--- src/rtl/pf_osc_tick_gen.sv ---
// Microsecond / millisecond tick generator running from an RC oscillator clock.
// Waits for the oscillator to settle, then divides CLK into TICK_US and TICK_MS strobes.
module pf_osc_tick_gen #(
  parameter int unsigned CLK_FREQ_MHZ   = 160,
  parameter int unsigned TICK_MS_DIV    = 1000,
  parameter int unsigned STARTUP_CYCLES = 1024
) (
  input  logic        CLK,
  input  logic        RESET,
  input  logic        ENABLE,
  input  logic        CLEAR,
  output logic        OSC_READY,
  output logic        TICK_US,
  output logic        TICK_MS,
  output logic [31:0] MS_COUNT
);

  localparam logic [9:0]  PRESC_LAST   = 10'(CLK_FREQ_MHZ - 1);
  localparam logic [9:0]  US_LAST      = 10'(TICK_MS_DIV - 1);
  localparam logic [15:0] STARTUP_LAST = 16'(STARTUP_CYCLES - 1);

  typedef enum logic {
    StStartup,
    StRun
  } state_e;

  state_e      r_state;
  logic [15:0] r_startup_cnt;
  logic [9:0]  r_presc;
  logic [9:0]  r_us_cnt;
  logic [31:0] r_ms_count;
  logic        r_osc_ready;
  logic        r_tick_us;
  logic        r_tick_ms;

  state_e      w_state_nxt;
  logic [15:0] w_startup_nxt;
  logic [9:0]  w_presc_nxt;
  logic [9:0]  w_us_nxt;
  logic [31:0] w_ms_nxt;
  logic        w_ready_nxt;
  logic        w_tick_us_nxt;
  logic        w_tick_ms_nxt;

  always_ff @(posedge CLK) begin
    if (RESET) begin
      r_state       <= StStartup;
      r_startup_cnt <= '0;
      r_presc       <= '0;
      r_us_cnt      <= '0;
      r_ms_count    <= '0;
      r_osc_ready   <= 1'b0;
      r_tick_us     <= 1'b0;
      r_tick_ms     <= 1'b0;
    end else begin
      r_state       <= w_state_nxt;
      r_startup_cnt <= w_startup_nxt;
      r_presc       <= w_presc_nxt;
      r_us_cnt      <= w_us_nxt;
      r_ms_count    <= w_ms_nxt;
      r_osc_ready   <= w_ready_nxt;
      r_tick_us     <= w_tick_us_nxt;
      r_tick_ms     <= w_tick_ms_nxt;
    end
  end

  always_comb begin
    w_state_nxt   = r_state;
    w_startup_nxt = r_startup_cnt;
    w_presc_nxt   = r_presc;
    w_us_nxt      = r_us_cnt;
    w_ms_nxt      = r_ms_count;
    w_ready_nxt   = r_osc_ready;
    w_tick_us_nxt = 1'b0;
    w_tick_ms_nxt = 1'b0;
    unique case (r_state)
      StStartup: begin
        // ENABLE and CLEAR have no effect until the oscillator has settled
        if (r_startup_cnt == STARTUP_LAST) begin
          w_state_nxt = StRun;
          w_ready_nxt = 1'b1;
        end else begin
          w_startup_nxt = r_startup_cnt + 16'd1;
        end
      end
      StRun: begin
        w_ready_nxt = 1'b1;
        if (CLEAR) begin
          w_presc_nxt = '0;
          w_us_nxt    = '0;
          w_ms_nxt    = '0;
        end else if (ENABLE) begin
          if (r_presc == PRESC_LAST) begin
            w_presc_nxt   = '0;
            w_tick_us_nxt = 1'b1;
            if (r_us_cnt == US_LAST) begin
              w_us_nxt      = '0;
              w_tick_ms_nxt = 1'b1;
              w_ms_nxt      = r_ms_count + 32'd1;
            end else begin
              w_us_nxt = r_us_cnt + 10'd1;
            end
          end else begin
            w_presc_nxt = r_presc + 10'd1;
          end
        end
      end
      default: w_state_nxt = StStartup;
    endcase
  end

  assign OSC_READY = r_osc_ready;
  assign TICK_US   = r_tick_us;
  assign TICK_MS   = r_tick_ms;
  assign MS_COUNT  = r_ms_count;

endmodule

--- config.mk ---
export PLATFORM = sky130hd
export DESIGN_NAME = pf_osc_tick_gen
export DESIGN_NICKNAME = d
export VERILOG_FILES = /design/src/rtl/pf_osc_tick_gen.sv
export SDC_FILE = /design/constraint.sdc
export NUM_CORES = 1
export LEC_CHECK = 0
export CORE_ASPECT_RATIO = 1.75
export CORE_MARGIN = 5
export CORE_UTILIZATION = 48
export DETAILED_ROUTE_END_ITERATION = 12
export DONT_BUFFER_PORTS = 1
export PLACE_DENSITY = 0.61
export SYNTH_ARGS = -nofsm -noshare
export SYNTH_HDL_FRONTEND = slang
export SYNTH_SLANG_ARGS = --single-unit
--- constraint.sdc ---
create_clock -name CLK -period 4.8 [get_ports CLK]
set_input_delay 1.44 -clock CLK [delete_from_list [all_inputs] [get_ports CLK]]
set_output_delay 1.44 -clock CLK [all_outputs]
set_load 0.02 [all_outputs]
==> flow_metrics.py, run 1 <==
metrics = {
    "yosys": {
        "ys_top_cells_by_count": "dfxtp_1 (72), nor2_1 (54), a21oi_1 (33)",
        "synth_xor_area_share_pct": 6.043,
        "yosysMostFrequentCell": "dfxtp_1",
        "yosysWarnings": 0,
        "synth_top_flop_cell": "dfxtp_1",
        "synth.distinct_cells": 52,
        "avgSynthCellArea_um2": 8.198,
        "async_flop_share_pct": 0,
        "synthAdderAreaFrac_pct": 1.381,
        "synth_edf_count": 0,
        "synth_compound_area_share_pct": 18.85,
        "synthMuxAreaShare_pct": 0.5525,
        "synth-seq-area-share_pct": 39.78,
        "synth_top_family_by_area": "simple AND/OR/NAND/NOR gates",
        "synth_area_leaders": "dfxtp_1 (40%), nor2_1 (5.6%), a21oi_1 (4.6%)",
        "synth-simple-area-share_pct": 29.80,
        "synth_top_area_share_pct": 39.78,
        "syn_nets": 450,
        "yosysTopAreaCell": "dfxtp_1",
        "syn_area_um2": 3623,
        "syn_inst": 442,
        "ys_ff_latch": 72,
    },
    "finish": {
        "seq_area_um2": 1441,
        "final_net_count": 443,
        "syn_to_final_growth_pct": 8.460,
        "fill_cells": 744,
        "layout-drive-gt1-share_pct": 6.164,
        "n_antenna_cell": 0,
        "multi_input_comb_area_um2": 2052,
    },
    "cts": {
        "clkTransAtPathRegs_ns": 0.05,
        "clock-sinks": 72,
        "cts_tree": "yes",
        "cts_setup_buffers": 0,
        "hold_buffers": 0,
        "worstSkewPairLatency_ns": 0.33,
        "clockBufferDepth": 2,
        "cts_made_buffers": 9,
        "cts.htree.levels": 3,
        "cts-resized-gates": 0,
        "clockRootBuffer": "clkbuf_16",
    },
    "critical_path": {
        "startpoint_type": "input pin",
        "max_stage_delay_ns": 0.55,
        "crit_path_cell_trace": "o211a_1 -> and4b_1 -> a21oi_1 -> buf_4 -> nor2_1 -> a211oi_1",
        "arrival_ns": 3.14,
        "crit_buf_inv": 1,
        "cp.required_ns": 5.05,
        "critPathTopFamily": "compound AO/OA/AOI/OAI gates",
        "cp_max_fo": 29,
        "path_class": "in2reg",
        "crit_path_end_kind": "register",
        "crit_slowest_cell": "a21oi_1",
    },
    "floorplanning": {
        "core_um2": 7462,
        "die_w_um": 75.68,
        "die_area_um2": 9455,
        "die_y_um": 124.9,
        "num_rows": 42,
        "start_util_pct": 48.56,
        "io_pins": 39,
    },
    "timing": {
        "fmax_mhz": 345.8,
        "tns_ns": 0,
        "worst_pin_slew_ns": 0.7698,
        "final_max_slew_viol_count": 0,
        "setup_viol": 0,
        "slew_headroom_pct": 48.49,
        "fin_skew_ns": 0.006384,
        "period_minus_slack_ns": 2.892,
        "hold_violations": 0,
        "timing.final.crit_share_pct": 60.25,
        "rsz0062_at_grt": "false",
    },
    "global_route": {
        "grt_pass1_vias": 3159,
        "grt_max_degree": 46,
        "grt_pass1_wl_um": 14570,
        "grtUsageTotal_pct": 19.62,
        "antenna_found_initial": 0,
        "overflow": 0,
    },
    "route": {
        "wl_um": 9115,
        "wire_per_inst_um": 17.33,
        "drc": 0,
        "drt_first_pass_iters": 5,
        "postRouteAntennaNets": 0,
        "vias": 3292,
        "drt_iter0_drc": 183,
        "viasPerCell": 6.259,
    },
    "pwr": {
        "finalPower_mw": 1.206,
        "vdd_ir_drop_max_mv": 0.1981,
        "power_density_nw_per_um2": 306.9,
        "p_leak_nw": 1.288,
    },
    "job": {
        "cap_violations": 0,
    },
    "worst_hold_path": {
        "hold_path_class": "reg2reg",
    },
    "place": {
        "hpwl_um": 6506,
        "gp_congestion": 0.8291,
        "io_buffer_count": 0,
    },
    "outcome": {
        "outcome": "completed",
    },
}
==> layer usage <==
layer | wire [µm] | up-vias | part of all wire [%] | global-route usage (%)
met5 | 0 | - | 0 | 0
met4 | 356 | 0 | 3.9 | 10.30
met3 | 543 | 29 | 6.0 | 5.863
met2 | 4838 | 104 | 53 | 34.44
met1 | 3377 | 1540 | 37 | 19.83
li1 | - | 1619 | - | -
==> cell type report <==
type,count,share of cell area [%]
Tap cell,88,2.802
Inverter,11,1.051
Sequential cell,72,36.68
Timing Repair Buffer,4,0.7641
Clock inverter,1,0.1273
Multi-Input combinational cell,337,52.21
Clock buffer,13,6.367
==> worst paths after layout <==
path / depth (start not counted) / from / end / slack (ns)
worst max register to register: 6 / MS_COUNT[0]$_SDFFE_PP0P_ / MS_COUNT[20]$_SDFFE_PP0P_ / 2.44
worst min-delay path: 2 / r_startup_cnt[7]$_SDFFE_PP0P_ / r_startup_cnt[7]$_SDFFE_PP0P_ / 0.48
worst max-delay path: 6 / CLEAR / MS_COUNT[12]$_SDFFE_PP0P_ / 1.91
worst min register to register: 2 / r_startup_cnt[7]$_SDFFE_PP0P_ / r_startup_cnt[7]$_SDFFE_PP0P_ / 0.48
==> flip-flops by register name (all words and copies together) (netlist names) <==
signal / cells
TICK_MS: 1
TICK_US: 1
r_presc: 10
r_state: 1
r_us_cnt: 10
OSC_READY: 1
MS_COUNT: 32
r_startup_cnt: 16
==> stage by stage <==
step	area (µm²)	std cells	hold slack, ns	setup WS (ns)	util, %
4_1_cts	3930	526	0.4860	1.948	52.67
3_3_place_gp	3675	512	0.4737	1.676	49.25
6_report	3930	526	0.4848	1.908	52.67
2_1_floorplan	3623	442	0.4627	1.849	-
3_5_place_dp	3675	512	0.4789	1.601	49.25
5_1_grt	3930	526	0.5210	1.781	52.67
==> logic make-up (layout without fill, tap and decap cells) <==
group           count (synthesis)  count (layout)
simple gates                  194             194
compound gates                112             112
flops                          72              72
buf+inv                        33              29
xor+xnor                       25              25
fa+ha+maj                       4               4
mux                             2               2
==> placed cells by master, fill, tap and decap left out, types with 3 or more instances in the layout <==
cell type	n
o31ai_1	12
ha_1	4
a211oi_1	6
buf_4	4
dfxtp_1	72
nor4_1	7
nor2_1	54
a21oi_1	33
and2_1	8
nand3_1	22
a21o_1	3
nand4b_1	5
inv_1	11
nand2_1	25
or3_1	5
a41oi_1	4
xnor2_1	12
clkbuf_16	9
clkbuf_1	3
and3_1	10
xor2_1	13
and4_1	6
nand4_1	15
nor3_1	19
a31oi_1	11
o21ai_0	30
o211ai_1	5
==> power by group <==
| part | internal [mW] | switching [mW] | leakage [nW] |
|---|---|---|---|
| logic | 0.00817 | 0.0112 | 0.582 |
| registers | 0.600 | 0.00220 | 0.580 |
| clock network | 0.357 | 0.227 | 0.126 |
==> tightest hold or removal path: stages (launching register included) <==
cell and delay, ns:
dfxtp_1 0.31, o21ai_0 0.07, a21oi_1 0.06
Note: power is estimated with default switching activity, not from simulation.
==> inputs of run 2 (changes only) <==
==> constraint.sdc (replaced) <==
create_clock -name CLK -period 2.71 [get_ports CLK]
set_input_delay 0.813 -clock CLK [delete_from_list [all_inputs] [get_ports CLK]]
set_output_delay 0.813 -clock CLK [all_outputs]
set_load 0.02 [all_outputs]
==> flow_metrics.py, run 2 (synthesis gave the netlist of run 1 again) <==
metrics = {
    "floorplanning": {
        "io_pins": 39,
        "core_um2": 7462,
        "die_w_um": 75.68,
        "die_area_um2": 9455,
        "die_y_um": 124.9,
        "num_rows": 42,
        "start_util_pct": 48.56,
    },
    "global_route": {
        "grtUsageTotal_pct": 20.71,
        "grt_pass1_wl_um": 15240,
        "grt_pass1_vias": 3154,
        "overflow": 0,
        "antenna_found_initial": 0,
        "grt_max_degree": 46,
    },
    "timing": {
        "fin_skew_ns": 0.005249,
        "hold_violations": 0,
        "worst_hold_slack_ns": 0.4908,
        "timing.final.crit_share_pct": 85.10,
        "slew_headroom_pct": 58.52,
        "worst_pin_slew_ns": 0.6175,
        "fmax_mhz": 433.6,
        "setup_viol": 0,
        "final_max_slew_viol_count": 0,
        "rsz0062_at_grt": "false",
        "period_minus_slack_ns": 2.306,
        "tns_ns": 0,
    },
    "cts": {
        "cts-resized-gates": 0,
        "cts_tree": "yes",
        "worstSkewPairLatency_ns": 0.33,
        "cts_setup_buffers": 0,
        "clockRootBuffer": "clkbuf_16",
        "cts.htree.levels": 3,
        "cts_made_buffers": 9,
        "hold_buffers": 0,
        "clockBufferDepth": 2,
        "clock-sinks": 72,
        "clkTransAtPathRegs_ns": 0.05,
    },
    "route": {
        "drt_first_pass_iters": 4,
        "vias": 3270,
        "wire_per_inst_um": 17.63,
        "wl_um": 9467,
        "viasPerCell": 6.089,
        "postRouteAntennaNets": 0,
        "drt_iter0_drc": 227,
        "drc": 0,
    },
    "critical_path": {
        "arrival_ns": 2.55,
        "path_class": "reg2reg",
        "startpoint_type": "register",
        "cp_max_fo": 10,
        "cp.required_ns": 2.95,
        "crit_path_end_kind": "register",
    },
    "finish": {
        "fin_area_um2": 4013,
        "layout-drive-gt1-share_pct": 8.463,
        "largest_reg_flops": 32,
        "final_common_cell": "dfxtp_1",
        "final_net_count": 454,
        "syn_to_final_growth_pct": 10.74,
        "layoutNonFillerInstCount": 537,
        "n_antenna_cell": 0,
        "final_cell_mix": "dfxtp_1 (72), nor2_1 (54), a21oi_1 (33)",
    },
    "pwr": {
        "p_leak_nw": 1.347,
        "vdd_ir_drop_max_mv": 0.3245,
        "power_density_nw_per_um2": 535.6,
    },
    "worst_hold_path": {
        "hold_path_class": "reg2reg",
    },
    "outcome": {
        "outcome": "completed",
    },
    "place": {
        "placed_area_um2": 3757,
        "gp_congestion": 0.8960,
        "hpwl_um": 6658,
        "io_buffer_count": 0,
        "dp_cells": 523,
    },
    "job": {
        "cap_violations": 0,
    },
}
==> run 2: worst max-delay path: stages, from the launching register on <==
cell	delay, ns
dfxtp_1	0.52
ha_1	0.25
nand3_1	0.23
nor4_4	0.53
and4_1	0.33
nand4bb_1	0.14
o31ai_1	0.21
==> run 2: through the flow <==
step / power, mW / util (%) / setup WS [ns]
floorplan: 1.128 / - / 0.3858
global placement: 1.124 / 50.35 / 0.4720
detailed placement: 1.124 / 50.35 / 0.4250
CTS: 2.171 / 53.77 / 0.4094
global route: 2.221 / 53.77 / 0.1817
finish: 2.149 / 53.77 / 0.4037
==> run 2: final timing paths <==
check / startpoint / to / slack [ns] / cells after the start
worst max-delay path: MS_COUNT[0]$_SDFFE_PP0P_ / MS_COUNT[20]$_SDFFE_PP0P_ / 0.40 / 6
worst min-delay path: r_startup_cnt[7]$_SDFFE_PP0P_ / r_startup_cnt[7]$_SDFFE_PP0P_ / 0.49 / 2
worst max register to register: MS_COUNT[0]$_SDFFE_PP0P_ / MS_COUNT[20]$_SDFFE_PP0P_ / 0.40 / 6
worst min register to register: r_startup_cnt[7]$_SDFFE_PP0P_ / r_startup_cnt[7]$_SDFFE_PP0P_ / 0.49 / 2
==> run 2: power breakdown <==
part,switching [mW],internal [mW],leakage (nW)
Combinational,0.0201,0.0145,0.641
Sequential,0.00405,1.06,0.580
Clock,0.414,0.633,0.126
==> run 2: final cells by class <==
type                    count  area (µm²)
clock buffers              13       250.2
multi-input cells         337        2052
flip-flops and latches     72        1441
fillers                   731        3450
inverters                  11       41.29
repair buffers             15       112.6
well taps                  88       110.1
clock inverters             1       5.005
==> run 2: routing by layer <==
metal  GRT usage (%)  vias up  routed length, µm
met5               0        -                  0
met4           9.681        0                187
met3           5.221       14                507
met2           36.73       78               5168
met1           21.74     1537               3604
li1                -     1641                  -
